File: config.mk
export PLATFORM = sky130hd
export DESIGN_NAME = mac_sequencer_flat
export DESIGN_NICKNAME = d
export VERILOG_FILES = /design/src/rtl/mac_sequencer_if.sv /design/src/rtl/mac_sequencer.sv /design/src/flat_wrapper.sv
export SDC_FILE = /design/constraint.sdc
export NUM_CORES = 1
export LEC_CHECK = 0
export ABC_AREA = 1
export CAP_MARGIN = 5
export CORE_MARGIN = 3
export CORE_UTILIZATION = 45
export DETAILED_ROUTE_END_ITERATION = 8
export PLACE_DENSITY = 0.75
export SETUP_SLACK_MARGIN = 0.05
export SLEW_MARGIN = 20
export SYNTH_ARGS = -nofsm -noshare
export SYNTH_HDL_FRONTEND = slang
export SYNTH_SLANG_ARGS = --single-unit
File: constraint.sdc
create_clock -name clk -period 1.4 [get_ports clk]
set_input_delay 0.35 -clock clk [delete_from_list [all_inputs] [get_ports clk]]
set_output_delay 0.35 -clock clk [all_outputs]
set_load 0.02 [all_outputs]
File: src/rtl/mac_sequencer_if.sv
// mac_sequencer_if: operand/result handshake bundle between the upstream source,
// the MAC sequencer and the operand/accumulator register enables.
// Ports: master = environment side (drives start/length/in_valid/out_ready),
//        slave  = sequencer side (drives ready/enables/status/count).
interface mac_sequencer_if #(
    parameter int LEN_WIDTH = 8
);
    logic                 start;
    logic [LEN_WIDTH-1:0] length;
    logic                 in_valid;
    logic                 in_ready;
    logic                 op_reg_enable;
    logic                 acc_clear;
    logic                 acc_enable;
    logic                 out_valid;
    logic                 out_ready;
    logic                 busy;
    logic [LEN_WIDTH-1:0] count;

    modport master (
        output start, length, in_valid, out_ready,
        input  in_ready, op_reg_enable, acc_clear, acc_enable, out_valid, busy, count
    );

    modport slave (
        input  start, length, in_valid, out_ready,
        output in_ready, op_reg_enable, acc_clear, acc_enable, out_valid, busy, count
    );
endinterface

File: src/rtl/mac_sequencer.sv
// mac_sequencer: control FSM sequencing operand-register load, accumulator clear
// and accumulator update over one dot-product pass of `length` element pairs.
// Latency: result valid N+2 cycles after the start-sampling edge with no stalls.
// Backpressure: in_valid low stalls LOAD; out_ready low holds RESULT indefinitely.
// Ports: clk, reset (async active-low), bus (slave side of mac_sequencer_if):
//        start/length request, in_valid/in_ready operands, op_reg_enable,
//        acc_clear, acc_enable, out_valid/out_ready result, busy, count.
module mac_sequencer #(
    parameter int LEN_WIDTH = 8
) (
    input  logic              clk,
    input  logic              reset,
    mac_sequencer_if.slave    bus
);

    typedef enum logic [2:0] {
        S_IDLE,
        S_CLEAR,
        S_LOAD,
        S_FLUSH,
        S_RESULT
    } state_t;

    state_t               state_q, state_d;
    logic [LEN_WIDTH-1:0] remaining_q, remaining_d;
    logic [LEN_WIDTH-1:0] count_q, count_d;
    logic                 acc_enable_q, acc_enable_d;
    logic                 accept;

    // A pair is taken only while loading; in_valid elsewhere is ignored.
    assign accept = (state_q == S_LOAD) && bus.in_valid;

    always_ff @(posedge clk or negedge reset) begin
        if (!reset) begin
            state_q      <= S_IDLE;
            remaining_q  <= '0;
            count_q      <= '0;
            acc_enable_q <= 1'b0;
        end else begin
            state_q      <= state_d;
            remaining_q  <= remaining_d;
            count_q      <= count_d;
            acc_enable_q <= acc_enable_d;
        end
    end

    always_comb begin
        state_d      = state_q;
        remaining_d  = remaining_q;
        count_d      = count_q;
        // The product of an accepted pair is ready one cycle after the operand
        // registers load, so the accumulator enable is the accept delayed by one.
        acc_enable_d = accept;

        case (state_q)
            S_IDLE: begin
                if (bus.start) begin
                    remaining_d = bus.length;
                    count_d     = '0;
                    state_d     = S_CLEAR;
                end
            end
            S_CLEAR: begin
                // Zero-length pass skips straight to a cleared result.
                state_d = (remaining_q != '0) ? S_LOAD : S_RESULT;
            end
            S_LOAD: begin
                if (accept) begin
                    remaining_d = remaining_q - LEN_WIDTH'(1);
                    count_d     = count_q + LEN_WIDTH'(1);
                    if (remaining_q == LEN_WIDTH'(1)) begin
                        state_d = S_FLUSH;
                    end
                end
            end
            S_FLUSH: begin
                // Cycle in which the last pair's acc_enable is issued.
                state_d = S_RESULT;
            end
            S_RESULT: begin
                if (bus.out_ready) begin
                    state_d = S_IDLE;
                end
            end
            default: begin
                state_d = S_IDLE;
            end
        endcase
    end

    // Outputs decode straight from registered state so reset clears them at once.
    assign bus.in_ready      = (state_q == S_LOAD);
    assign bus.op_reg_enable = accept;
    assign bus.acc_clear     = (state_q == S_CLEAR);
    assign bus.acc_enable    = acc_enable_q;
    assign bus.out_valid     = (state_q == S_RESULT);
    assign bus.busy          = (state_q != S_IDLE);
    assign bus.count         = count_q;

endmodule
File: src/flat_wrapper.sv
// flat-port wrapper written by rule: the top's interface ports become plain ports
module mac_sequencer_flat 
#(
    parameter int LEN_WIDTH = 8
)
  (clk, reset, bus_start, bus_length, bus_in_valid, bus_out_ready, bus_in_ready, bus_op_reg_enable, bus_acc_clear, bus_acc_enable, bus_out_valid, bus_busy, bus_count);
  mac_sequencer_if #(.LEN_WIDTH(LEN_WIDTH)) bus_i ();
  input  logic clk;
  input  logic reset;
  input wire logic [$bits(bus_i.start)-1:0] bus_start;
  input wire logic [$bits(bus_i.length)-1:0] bus_length;
  input wire logic [$bits(bus_i.in_valid)-1:0] bus_in_valid;
  input wire logic [$bits(bus_i.out_ready)-1:0] bus_out_ready;
  output wire logic [$bits(bus_i.in_ready)-1:0] bus_in_ready;
  output wire logic [$bits(bus_i.op_reg_enable)-1:0] bus_op_reg_enable;
  output wire logic [$bits(bus_i.acc_clear)-1:0] bus_acc_clear;
  output wire logic [$bits(bus_i.acc_enable)-1:0] bus_acc_enable;
  output wire logic [$bits(bus_i.out_valid)-1:0] bus_out_valid;
  output wire logic [$bits(bus_i.busy)-1:0] bus_busy;
  output wire logic [$bits(bus_i.count)-1:0] bus_count;
  assign bus_i.start = bus_start;
  assign bus_i.length = bus_length;
  assign bus_i.in_valid = bus_in_valid;
  assign bus_i.out_ready = bus_out_ready;
  assign bus_in_ready = bus_i.in_ready;
  assign bus_op_reg_enable = bus_i.op_reg_enable;
  assign bus_acc_clear = bus_i.acc_clear;
  assign bus_acc_enable = bus_i.acc_enable;
  assign bus_out_valid = bus_i.out_valid;
  assign bus_busy = bus_i.busy;
  assign bus_count = bus_i.count;
  mac_sequencer #(.LEN_WIDTH(LEN_WIDTH)) u_core (.clk(clk), .reset(reset), .bus(bus_i));
endmodule
# After elaboration in Yosys (flattened, before gate mapping)
# Cells that the tools add are included.
# word_totals
register_bits	20
inputBits	13
output_inout_bits	14
# classes
add_sub_neg	2
n_eq_ne	9
mux	12
reduce_logical	7
# ops
operator	count
8-bit 2-to-1 mux	4
8-bit one-hot mux with 2 select lines	2
3-bit 2-to-1 mux	5
3-bit one-hot mux with 5 select lines	1
8-bit by 1-bit adder with 8-bit output (second input constant)	1
8-bit by 1-bit == test with 1-bit output (second input constant)	1
8-bit nonzero test	1
8-bit by 1-bit subtractor with 8-bit output (second input constant)	1
3-bit by 2-bit == test with 1-bit output (second input constant)	2
2-bit by 1-bit inequality test with 1-bit output (second input constant)	2
2-bit inequality test (second input constant)	2
4-bit AND reduction	1
3-bit by 1-bit == test with 1-bit output (second input constant)	1
3-bit == test (second input constant)	1
3-bit logical NOT	1
3-bit AND reduction	1
3-bit nonzero test	1
2-bit nonzero test	1
1-bit logical AND	1

# Depth between registers and ports, before layout
# depth
ltp_word	4
mapped_depth	9
depth_no_buf	9

# Least setup slack after synthesis
# OpenSTA, ideal clock, no wires.
# synth_timing
path_kind	flip-flop to flip-flop
start	register u_core.state_q[1]
end	register u_core.state_q[0]
setup_ps	114
arrival_time_ps	1388
t_required_ps	1286
path_slack_ps	-103
stages_incl_launch_ff	7
synth_period_minus_slack_ps	1503
path_cell_list	dfrtp_1 nor3_1 nand2_1 o21ai_0 inv_1 nand2_1 nor2_1
# synth_via
elab_cells_between_ends	12
cone_classes	eq/ne (8); mux (1); reduce/logical (3)
# synth_rtl
element	line	rtl
start, declared	mac_sequencer.sv:24	state_t state_q, state_d;
start signal, assigned	mac_sequencer.sv:40	state_q <= state_d;
3-bit == test *	-	
via bus_out_valid	flat_wrapper.sv:18	output wire logic [$bits(bus_i.out_valid)-1:0] bus_out_valid;
2-bit inequality test (no source line)	-	
4-bit AND reduction (no source line)	-	
# Mark *: on every way through the listed nets, which the timed path passes. The rest lies on a longest branch.
# A chain may end at the register's enable or synchronous reset.

# Worst setup path in the final report
# layout_timing
start	register u_core.state_q[0]
end	output bus_in_ready
# layout_via
elab_chain_len	1
# layout_rtl
element	line	rtl
3-bit by 2-bit == test with 1-bit output	mac_sequencer.sv:92	assign bus.in_ready = (state_q == S_LOAD);
end, declared	flat_wrapper.sv:14	output wire logic [$bits(bus_i.in_ready)-1:0] bus_in_ready;
# Every way passes these cells.

==> qor.csv <==
metric;value;unit
final_hold_viol_count;0;
setup_viol;18;
dieArea;3430;sq um
firstDrtPassIters;4;
synth_cells;172;
arrival;1.24;ns
combPwrFrac;59.8;%
ir_drop;1350;uV
start_util;48.9;%
rows;18;
synth_warnings;0;
core;2540;sq um
drt-total-wl;3.13;mm
synth_area_leader_cell;dfrtp_1;
path_class;reg -> out;
maxSlewHeadroom;82.1;%
r2r_end;u_core.bus.count[5];
max_stage_delay;0.47;ns
p_seq_share;26.8;%
cp_cell_sequence;nor2_4 > nand2_2 > inv_2 > buf_6;
die_h;58.6;um
diodes;0;
rrSetupSlack;-0.12;ns
syn_area;1240;sq um
cp.required;1.05;ns
status;finished with violations;
synthTopCellsByCount;nand2_1 (51), inv_1 (25), dfrtp_1 (20);
fill_cells;202;
p_sw;1.54;mW
cap_violations;0;
cts_made_buffers;3;
synth-main-ff-cell;dfrtp_1;
p_sw_share;42.4;%
final_max_slew_viol_count;0;
place_inst;250;
clk_pin_slew;0.13;ns
synth_nets;189;
clock_sinks;20;
synth_edf_count;0;
fin_area;1830;sq um
h-tree-depth;1;
ioPinCount;27;
synth_top_cell_area_share;40.2;%
avgViaCountPerCell;4.97;
io_buffers;26;
cts_tree;yes;
grt_max_degree;21;
drt_iter0_markers;33;
yosysUniqueCellTypes;23;
final_core_util;71.8;%
leakage;0.974;nW
dp_hpwl;2.23;mm
placed_area;1720;sq um
reg2reg_depth;9;
clk_path_buf_depth;2;
num-nets-final;251;
dp_slack;-0.599;ns
grtUsageTotal;19.7;%
synthArstFlopShare;100;%
synth_area_leaders;dfrtp_1 (40%), nand2_1 (15%), inv_1 (7.5%);
end_kind;primary output;
violations;negative setup slack;
gp_congestion;0.845;
start_kind;flip-flop;
ant_nets;0;
fp.dieW;58.6;um
tightest_slew;0.268;ns
routedWlPerCell;11.9;um
r2r-start;u_core.state_q[0];
rsz0062_at_grt;true;
synth.most_common_cell;nand2_1;
fin_cells;263;
grt_pass1_vias;1226;
synth-seq-cells;20;
root_buffer;clkbuf_4;
fin_crit_sh;114;%
layout_setup_ws;-0.189;ns
clock_latency;0.31;ns
fin_worst_skew;0.00897;ns
timing.fmax;0.629;GHz
syn_area_per_cell;7.23;sq um
grt_pass1_wl;5.18;mm
p_clk_share;13.4;%
vias;1308;
p_int;2.08;mW
p_per_area;1980;nW/um^2
overflow;0;
fin_crit;1.59;ns
final_layout_size_suffix_gt1_share;30.0;%
crit_fanout;5;
drc;0;
slowest_stage;dfrtp_2;
antenna_found_initial;0;
area_growth;46.9;%
yosysSeqAreaShare;40.2;%
hp-class;in -> async;
==> sequential cells by signal (all words and copies together) (netlist names) <==
| name | cells |
|---|---|
| u_core.bus.count | 8 |
| u_core.state_q | 3 |
| u_core.remaining_q | 8 |
| u_core.bus.acc_enable | 1 |
==> worst max-delay path, delay by kind of cell (launching register included) <==
kind          cells  cell delay, ns
flops             1            0.47
buf+inv           2            0.19
simple gates      2            0.26
==> power groups by stage <==
stage               Clock (mW)  Combinational [mW]  Sequential, mW
floorplan                    0                1.11           0.994
global placement             0                1.93           0.976
detailed placement           0                1.98           0.989
CTS                      0.498                2.13           0.960
global route             0.529                2.38            1.00
finish                   0.486                2.17           0.970
==> area by class of cell <==
class / count / area (sq um) / area share [%]
Clock inverter: 1 / 30.0 / 1.64
Inverter: 28 / 108 / 5.89
Clock buffer: 3 / 22.5 / 1.23
Timing Repair Buffer: 58 / 478 / 26.2
Multi-Input combinational cell: 123 / 647 / 35.4
Tap cell: 30 / 37.5 / 2.05
Sequential cell: 20 / 504 / 27.6
==> layer usage <==
| metal | wire (um) | part of all wire [%] | GRT usage (%) |
|---|---|---|---|
| met3 | 103 | 3.3 | 3.29 |
| met5 | 0 | 0 | 0 |
| met2 | 1650 | 53 | 37.3 |
| met4 | 43 | 1.4 | 5.83 |
| met1 | 1340 | 43 | 22.5 |
==> metrics by stage <==
| stage | hold slack, ns | power [mW] | TNS (ns) |
|---|---|---|---|
| 2_1_floorplan | 0.0544 | 2.10 | 0 |
| 3_3_place_gp | 0.496 | 2.91 | -5.08 |
| 3_5_place_dp | 0.506 | 2.97 | -5.54 |
| 4_1_cts | 0.355 | 3.59 | -1.51 |
| 5_1_grt | 0.351 | 3.91 | -3.05 |
| 6_report | 0.355 | 3.62 | -1.56 |
==> placed cells by master, fill, tap and decap left out, types with 2 or more instances in the layout <==
cell	n
nand2_1	51
buf_4	30
inv_1	23
nor2_1	18
dfrtp_1	17
nand3_1	12
clkdlybuf4s50_1	12
buf_2	8
o21ai_0	6
a21oi_1	5
buf_6	5
inv_2	4
nor3_1	4
nand4_1	4
ha_1	4
nor3_2	3
or2_2	3
clkbuf_4	3
dfrtp_2	3
nand3_4	2
o21ai_1	2
a31oi_1	2
==> cells by family after synthesis <==
logic type	count (synthesis)	share of synthesized area, %
adder cells (fa/ha/maj)	4	4.02
AND/OR/NAND/NOR	101	37.7
AO/OA/AOI/OAI	17	7.44
buffers and inverters	30	10.6
flip-flops	20	40.2
==> timing repair <==
action / CTS / global route
endpoints found under the setup margin: 27 / 32
resized for setup: 58 / 14
hold buffers: 0 / 0
pin swaps: 5 / 5
buffers inserted: 6 / 4
gates cloned: 1 / 0
==> worst max-delay path by stage <==
stage	startpoint	to	slack (ns)	cells past startpoint
floorplan	u_core.remaining_q[0]	u_core.remaining_q[6]	0.07	9
global placement	bus_in_valid	bus_op_reg_enable	-0.58	4
detailed placement	bus_in_valid	bus_op_reg_enable	-0.60	4
CTS	u_core.state_q[0]	bus_in_ready	-0.22	4
global route	u_core.state_q[0]	bus_in_ready	-0.25	4
finish	u_core.state_q[0]	bus_in_ready	-0.19	4
Power figures use the tool's default switching activity.
